$ cat src/rtl/audio_dma_arbiter_if.sv
// audio_dma_arbiter_if: memory fetch port between the audio DMA arbiter and the
// video memory arbiter.
//   fetch : one-cycle fetch strobe (arbiter -> memory)
//   tile  : memory select for the fetch, 0 = VRAM, 1 = TILE
//   addr  : fetch word address, held until the next fetch is issued
//   ack   : read complete (memory -> arbiter)
//   word  : read data, valid with ack
// Modports: master = arbiter side, slave = memory side.
interface audio_dma_arbiter_if;
  logic        fetch;
  logic        tile;
  logic [15:0] addr;
  logic        ack;
  logic [15:0] word;

  modport master (output fetch, output tile, output addr, input ack, input word);
  modport slave  (input fetch, input tile, input addr, output ack, output word);
endinterface

$ cat src/rtl/audio_dma_arbiter.sv
// audio_dma_arbiter: time-shares the single audio VRAM/TILE fetch port between
// NCHAN channel fetch requesters. Each DMA window opens on dma_start_i and issues
// up to SLOTS fetches, at most one per channel, and returns each fetched word to
// its owning channel. A fetch not acknowledged within TIMEOUT cycles is abandoned.
//
// Ports:
//   clk          system clock
//   reset_n_i    synchronous active-low reset
//   enable_i     audio enable; low aborts any window in progress
//   dma_start_i  one-cycle pulse opening a DMA window
//   req_i        per-channel fetch request (level)
//   tile_i       per-channel memory select (0 = VRAM, 1 = TILE)
//   addr_i       per-channel word address, channel i at [16*i +: 16]
//   grant_o      one-hot one-cycle pulse: channel served, word_o valid
//   word_o       fetched word, held between grants
//   busy_o       window active
//   overrun_o    one-cycle pulse: dma_start_i arrived while a window was active
//   timeout_o    one-cycle pulse: fetch abandoned
//   mem          memory fetch port (audio_dma_arbiter_if.master)
//
// Build option: define AUDIO_ARB_FIXED_PRIO_EN to replace round-robin selection
// with fixed priority (channel 0 highest).
module audio_dma_arbiter #(
  parameter int unsigned NCHAN   = 4,
  parameter int unsigned SLOTS   = 4,
  parameter int unsigned TIMEOUT = 15
) (
  input  logic                  clk,
  input  logic                  reset_n_i,
  input  logic                  enable_i,
  input  logic                  dma_start_i,
  input  logic [NCHAN-1:0]      req_i,
  input  logic [NCHAN-1:0]      tile_i,
  input  logic [16*NCHAN-1:0]   addr_i,
  output logic [NCHAN-1:0]      grant_o,
  output logic [15:0]           word_o,
  output logic                  busy_o,
  output logic                  overrun_o,
  output logic                  timeout_o,
  audio_dma_arbiter_if.master   mem
);

  localparam int unsigned IdxW = (NCHAN > 1) ? $clog2(NCHAN) : 1;

  typedef enum logic [1:0] {StIdle, StSelect, StIssue, StWait} state_e;

  state_e             state_q, state_d;
  logic [IdxW-1:0]    last_q, last_d;
  logic [IdxW-1:0]    idx_q, idx_d;
  logic [NCHAN-1:0]   served_q, served_d;
  logic [3:0]         slots_q, slots_d;
  logic [7:0]         timer_q, timer_d;
  logic [NCHAN-1:0]   grant_q, grant_d;
  logic [15:0]        word_q, word_d;
  logic               fetch_q, fetch_d;
  logic               tile_q, tile_d;
  logic [15:0]        addr_q, addr_d;
  logic               busy_q;
  logic               overrun_q, overrun_d;
  logic               timeout_q, timeout_d;

  // Channel selection
  logic [NCHAN-1:0]   cand;
  logic               found;
  logic [IdxW-1:0]    pick;
  logic [15:0]        pick_addr;
  int unsigned        c;

  always_comb begin
    cand  = req_i & ~served_q;
    found = 1'b0;
    pick  = '0;
    c     = 0;
`ifdef AUDIO_ARB_FIXED_PRIO_EN
    for (int unsigned i = 0; i < NCHAN; i++) begin
      c = i;
      if (!found && cand[c]) begin
        found = 1'b1;
        pick  = IdxW'(c);
      end
    end
`else
    // Scan starts one past the last granted channel and wraps.
    for (int unsigned i = 1; i <= NCHAN; i++) begin
      c = (32'(last_q) + i) % NCHAN;
      if (!found && cand[c]) begin
        found = 1'b1;
        pick  = IdxW'(c);
      end
    end
`endif
    pick_addr = addr_i[32'(pick)*16 +: 16];
  end

  // Next state and registered outputs
  always_comb begin
    state_d   = state_q;
    last_d    = last_q;
    idx_d     = idx_q;
    served_d  = served_q;
    slots_d   = slots_q;
    timer_d   = timer_q;
    grant_d   = '0;
    word_d    = word_q;
    fetch_d   = 1'b0;
    tile_d    = tile_q;
    addr_d    = addr_q;
    timeout_d = 1'b0;
    overrun_d = dma_start_i && (state_q != StIdle);

    if (!enable_i) begin
      state_d = StIdle;
    end else begin
      unique case (state_q)
        StIdle: begin
          if (dma_start_i) begin
            served_d = '0;
            slots_d  = 4'(SLOTS);
            state_d  = StSelect;
          end
        end
        StSelect: begin
          if (!found || slots_q == 4'd0) begin
            state_d = StIdle;
          end else begin
            idx_d   = pick;
            tile_d  = tile_i[pick];
            addr_d  = pick_addr;
            fetch_d = 1'b1;
            state_d = StIssue;
          end
        end
        StIssue, StWait: begin
          if (mem.ack) begin
            word_d          = mem.word;
            grant_d[idx_q]  = 1'b1;
            served_d[idx_q] = 1'b1;
            last_d          = idx_q;
            slots_d         = slots_q - 4'd1;
            state_d         = StSelect;
          end else if (state_q == StIssue) begin
            timer_d = '0;
            state_d = StWait;
          end else if (timer_q == 8'(TIMEOUT - 1)) begin
            // Abandoned fetch still uses up the channel and the slot.
            timeout_d       = 1'b1;
            served_d[idx_q] = 1'b1;
            slots_d         = slots_q - 4'd1;
            state_d         = StSelect;
          end else begin
            timer_d = timer_q + 8'd1;
          end
        end
        default: state_d = StIdle;
      endcase
    end
  end

  always_ff @(posedge clk) begin
    if (!reset_n_i) begin
      state_q   <= StIdle;
      last_q    <= IdxW'(NCHAN - 1);
      idx_q     <= '0;
      served_q  <= '0;
      slots_q   <= '0;
      timer_q   <= '0;
      grant_q   <= '0;
      word_q    <= '0;
      fetch_q   <= 1'b0;
      tile_q    <= 1'b0;
      addr_q    <= '0;
      busy_q    <= 1'b0;
      overrun_q <= 1'b0;
      timeout_q <= 1'b0;
    end else begin
      state_q   <= state_d;
      last_q    <= last_d;
      idx_q     <= idx_d;
      served_q  <= served_d;
      slots_q   <= slots_d;
      timer_q   <= timer_d;
      grant_q   <= grant_d;
      word_q    <= word_d;
      fetch_q   <= fetch_d;
      tile_q    <= tile_d;
      addr_q    <= addr_d;
      busy_q    <= (state_d != StIdle);
      overrun_q <= overrun_d;
      timeout_q <= timeout_d;
    end
  end

  assign grant_o   = grant_q;
  assign word_o    = word_q;
  assign busy_o    = busy_q;
  assign overrun_o = overrun_q;
  assign timeout_o = timeout_q;
  assign mem.fetch = fetch_q;
  assign mem.tile  = tile_q;
  assign mem.addr  = addr_q;

endmodule

$ cat src/flat_wrapper.sv
// flat-port wrapper written by rule: the top's interface ports become plain ports
module audio_dma_arbiter_flat 
#(
  parameter int unsigned NCHAN   = 4,
  parameter int unsigned SLOTS   = 4,
  parameter int unsigned TIMEOUT = 15
)
  (clk, reset_n_i, enable_i, dma_start_i, req_i, tile_i, addr_i, grant_o, word_o, busy_o, overrun_o, timeout_o, mem_fetch, mem_tile, mem_addr, mem_ack, mem_word);
  audio_dma_arbiter_if mem_i ();
  input  logic clk;
  input  logic reset_n_i;
  input  logic enable_i;
  input  logic dma_start_i;
  input  logic [NCHAN-1:0] req_i;
  input  logic [NCHAN-1:0] tile_i;
  input  logic [16*NCHAN-1:0] addr_i;
  output logic [NCHAN-1:0] grant_o;
  output logic [15:0] word_o;
  output logic busy_o;
  output logic overrun_o;
  output logic timeout_o;
  output wire logic [$bits(mem_i.fetch)-1:0] mem_fetch;
  output wire logic [$bits(mem_i.tile)-1:0] mem_tile;
  output wire logic [$bits(mem_i.addr)-1:0] mem_addr;
  input wire logic [$bits(mem_i.ack)-1:0] mem_ack;
  input wire logic [$bits(mem_i.word)-1:0] mem_word;
  assign mem_fetch = mem_i.fetch;
  assign mem_tile = mem_i.tile;
  assign mem_addr = mem_i.addr;
  assign mem_i.ack = mem_ack;
  assign mem_i.word = mem_word;
  audio_dma_arbiter #(.NCHAN(NCHAN), .SLOTS(SLOTS), .TIMEOUT(TIMEOUT)) u_core (.clk(clk), .reset_n_i(reset_n_i), .enable_i(enable_i), .dma_start_i(dma_start_i), .req_i(req_i), .tile_i(tile_i), .addr_i(addr_i), .grant_o(grant_o), .word_o(word_o), .busy_o(busy_o), .overrun_o(overrun_o), .timeout_o(timeout_o), .mem(mem_i));
endmodule
$ cat config.mk
export PLATFORM = sky130hd
export DESIGN_NAME = audio_dma_arbiter_flat
export DESIGN_NICKNAME = d
export VERILOG_FILES = /design/src/rtl/audio_dma_arbiter_if.sv /design/src/rtl/audio_dma_arbiter.sv /design/src/flat_wrapper.sv
export SDC_FILE = /design/constraint.sdc
export NUM_CORES = 1
export LEC_CHECK = 0
export ABC_AREA = 0
export BUFFER_PORTS_ARGS = -buffer_cell sky130_fd_sc_hd__buf_2
export CORE_ASPECT_RATIO = 0.9
export CORE_MARGIN = 3
export CORE_UTILIZATION = 49
export DETAILED_ROUTE_END_ITERATION = 10
export GPL_TIMING_DRIVEN = 0
export HOLD_SLACK_MARGIN = 0.05
export PLACE_DENSITY = 0.8
export SLEW_MARGIN = 30
export SYNTH_ARGS = -nofsm -noshare
export SYNTH_HDL_FRONTEND = slang
export SYNTH_SLANG_ARGS = --single-unit
$ cat constraint.sdc
create_clock -name clk -period 2.6 [get_ports clk]
set_input_delay 0.13 -clock clk [delete_from_list [all_inputs] [get_ports clk]]
set_output_delay 0.13 -clock clk [all_outputs]
set_load 0.02 [all_outputs]
==> impl_metrics.tcl <==
set metrics [dict create \
    reg2reg_to "u_core.mem.addr[3]$_SDFFE_PN0P_" \
    arrival_ps 2420 \
    die_h_um 85.5 \
    yosys_most_used_dff "dfxtp_1" \
    drcViolationCount 0 \
    route.vias.total 3434 \
    clk_root_buffer_cell "clkbuf_8" \
    ant_nets 0 \
    number_of_flops_mapped_to_enable_cells_by_yosys 0 \
    antenna_violations_before_repair 0 \
    start_point_of_the_worst_min_delay_path "addr_i[50]" \
    clkSlewWorstSetupHoldPaths_ps 70 \
    drt_iter0_drc 121 \
    groute.usage.overall_pct 23.5 \
    place.gp.congestion 0.832 \
    post_synth_inst_count 379 \
    hold_path_class "primary input to register" \
    grt_start_max_net_pins 12 \
    area_growth_pct 34.5 \
    routed_len_inst_um 14.8 \
    final_cell_area_um2 4620 \
    post_synth_fa_ha_maj_area_fraction_pct 1.09 \
    cts_sinks 63 \
    run_status "finished clean" \
    hpwlAfterDp_um 6940 \
    viasPerCell 5.42 \
    max-clock-path-buffers 2 \
    port-buffer-count 131 \
    nets 634 \
    worst_slew_pin_slew_ps 654 \
    floorplan.initialDensity_pct 51.4 \
    hold_path_end "u_core.mem.addr[2]$_SDFFE_PN0P_" \
    maxCapViolations 0 \
    finalSetupTns_ps 0 \
    synth.mux.area_fraction_pct 7.57 \
    leakage_nw 2.05 \
    synth_top_family_by_area "compound AO/OA/AOI/OAI gates" \
    drtPass1Iterations 5 \
    yosysWarningCount 0 \
    crit_required_ps 2780 \
    htree_num_levels 3 \
    setup.worst_path.start_class "register" \
    cp.buffers_inverters 1 \
    antenna_cells_inserted 0 \
    ys_ff_latch 63 \
    insertion_delay_ps 340 \
    detailed_place.area_um2 4210 \
    io_pins 134 \
    rr_startpoint "u_core.slots_q[0]$_SDFFE_PN0P_" \
    yosys.cell_types.count 56 \
    global_route_wire_length_before_repair_um 15400 \
    core-area_um2 6690 \
    numCtsBuffers 9 \
    critPathMaxFanout 8 \
    worstRegToRegCells 7 \
    synth_seq_area_share_pct 36.7 \
    synth_largest_area_cell "dfxtp_1" \
    die_w_um 94.3 \
    fin_crit_sh_pct 85.9 \
    cts_repair_resize_count 0 \
    fillerInstances 550 \
    mappedNetlistNets 475 \
    synth-simple-area-share_pct 18.2 \
    slew_viol_final 0 \
    finalSetupViolations 0 \
    synth.top_cell.area_share_pct 36.7 \
    synth_compound_gate_area_share_pct 26.4 \
    worst_reg2reg_setup_slack_ps 370 \
    cpLargestDelayFamily "simple AND/OR/NAND/NOR gates" \
    synth_area_per_cell_um2 9.07 \
    report.final.hold_viol_count 0 \
    synth-async-reset-ratio_pct 0 \
    cellPowerDensity_nw_per_um2 495 \
    slew_headroom_pct 56.4 \
    ir_drop_mv 0.307 \
    dieArea_um2 8060 \
    max_stage_delay_ps 460 \
    post_route_cells_drive_above_1_share_pct 36.5 \
    timing.hold.worst_path_depth 3 \
    finalCriticalPeriod_ps 2230 \
    global_route.overflow_total 0 \
    skew_ps 10.5 \
    cts_tree "done" \
    syn_std_cell_area_um2 3440 \
    setup_repair_after_global_routing_missed_its_margin "false" \
    synth_top_cells_by_area "dfxtp_1, mux2i_1, a2111oi_2, nand2_1, a21oi_1" \
    maxClockFrequency_ghz 0.448 \
    routed_wl_um 9380 \
    synth_xor_xnor_area_share_pct 1.78 \
    critPathSlowestCell "nor2_1" \
    kind_of_critical_path "register to register" \
    path_cells "inv_1 -> ha_1 -> nor3b_1 -> or3_4 -> or2_1 -> nor2_1 -> a211oi_1" \
    placement_rows 28 \
    via_count_of_the_first_global_routing_pass 3381 \
    critical_path.endpoint_type "register" \
    power.total_mw 2.29 \
]
-- Yosys cell counts, types with 4 or more instances --
master      n
a2111oi_0   9
a2111oi_2  16
a211oi_1   17
a21oi_1    31
buf_2       8
buf_4       5
buf_6       4
clkbuf_1    7
dfxtp_1    63
inv_1      33
mux2i_1    26
nand2_1    43
nand2b_1    5
nand3_1    14
nand4_1     6
nor2_1     18
o21a_1      5
o221ai_1   12
xor2_1      6
-- layer usage --
| layer | wire, um | up-vias | track usage, % | share of wire (%) |
|---|---|---|---|---|
| met4 | 61 | 0 | 4.99 | 0.65 |
| met2 | 4490 | 117 | 39.4 | 48 |
| met5 | 0 | - | 0 | 0 |
| met3 | 746 | 11 | 6.91 | 8.0 |
| li1 | - | 1700 | - | - |
| met1 | 4080 | 1606 | 30.0 | 44 |
-- cell usage in the layout (no fill, tap or decap), types with 14 or more instances in the layout --
| cell type | Yosys | layout |
|---|---|---|
| a21oi_1 | 31 | 31 |
| a211oi_1 | 17 | 17 |
| inv_1 | 33 | 33 |
| dfxtp_1 | 63 | 63 |
| a2111oi_2 | 16 | 16 |
| buf_2 | 8 | 139 |
| dlygate4sd3_1 | 0 | 17 |
| mux2i_1 | 26 | 26 |
| nand3_1 | 14 | 14 |
| nand2_1 | 43 | 43 |
| nor2_1 | 18 | 18 |
-- final cells by class --
| type | count | area, um2 | area share, % |
|---|---|---|---|
| Multi-Input combinational cell | 256 | 1900 | 41.1 |
| Sequential cell | 63 | 1260 | 27.3 |
| Timing Repair Buffer | 148 | 826 | 17.9 |
| Clock buffer | 12 | 165 | 3.57 |
| Buffer | 26 | 156 | 3.38 |
| Inverter | 34 | 128 | 2.76 |
| Tap cell | 90 | 113 | 2.44 |
| Clock inverter | 4 | 76.3 | 1.65 |
-- kinds of logic after synthesis --
group                      Yosys count
and+or+nand+nor                    114
AOI/OAI and AO/OA                  106
DFF                                 63
buffers and inverters               60
muxes                               26
xor gates and xnor gates             7
adders and majority gates            3
-- flip-flops by register name, indices dropped and copies added (netlist names) --
name / flops
u_core.busy_o: 1
u_core.grant_o: 4
u_core.idx_q: 2
u_core.last_q: 2
u_core.mem.addr: 16
u_core.mem.fetch: 1
u_core.mem.tile: 1
u_core.overrun_o: 1
u_core.served_q: 4
u_core.slots_q: 4
u_core.state_q: 2
u_core.timeout_o: 1
u_core.timer_q: 8
u_core.word_o: 16
-- per-stage QoR --
step / hold slack (ps) / utilization [%] / instances / setup WS [ps]
after floorplan: 266 / - / 379 / 609
after global routing: 106 / 69.1 / 633 / 210
after detailed placement: 377 / 62.9 / 600 / 345
final: 109 / 69.1 / 633 / 367
after CTS: 97.2 / 69.0 / 633 / 344
after global placement: 371 / 62.9 / 600 / 412
-- worst min-delay path: cells and delay by family --
family                 cells  cell delay, ps
buffers and inverters      1              70
multiplexers               1              60
AO/OA/AOI/OAI              1             150
-- what timing repair did --
item,in CTS,in global routing
setup endpoints to repair,0,0
setup buffers,0,0
hold endpoints to repair,17,0
hold buffers,17,0
-- worst max-delay path by stage --
stage / startpoint / end / cells past startpoint
floorplan: u_core.slots_q[0]$_SDFFE_PN0P_ / u_core.mem.addr[12]$_SDFFE_PN0P_ / 8
global placement: u_core.slots_q[0]$_SDFFE_PN0P_ / u_core.mem.addr[15]$_SDFFE_PN0P_ / 7
detailed placement: u_core.slots_q[0]$_SDFFE_PN0P_ / u_core.mem.addr[13]$_SDFFE_PN0P_ / 7
CTS: u_core.slots_q[0]$_SDFFE_PN0P_ / u_core.mem.addr[15]$_SDFFE_PN0P_ / 7
global route: u_core.slots_q[0]$_SDFFE_PN0P_ / u_core.mem.addr[15]$_SDFFE_PN0P_ / 7
finish: u_core.slots_q[0]$_SDFFE_PN0P_ / u_core.mem.addr[3]$_SDFFE_PN0P_ / 7
-- power by group --
| group | leakage, nW | switching (mW) | internal [mW] | total, mW |
|---|---|---|---|---|
| Sequential | 0.508 | 0.00599 | 0.972 | 0.978 |
| Combinational | 1.43 | 0.163 | 0.139 | 0.302 |
| Clock | 0.119 | 0.386 | 0.620 | 1.01 |
No activity file was read; power rests on OpenSTA's default activity.
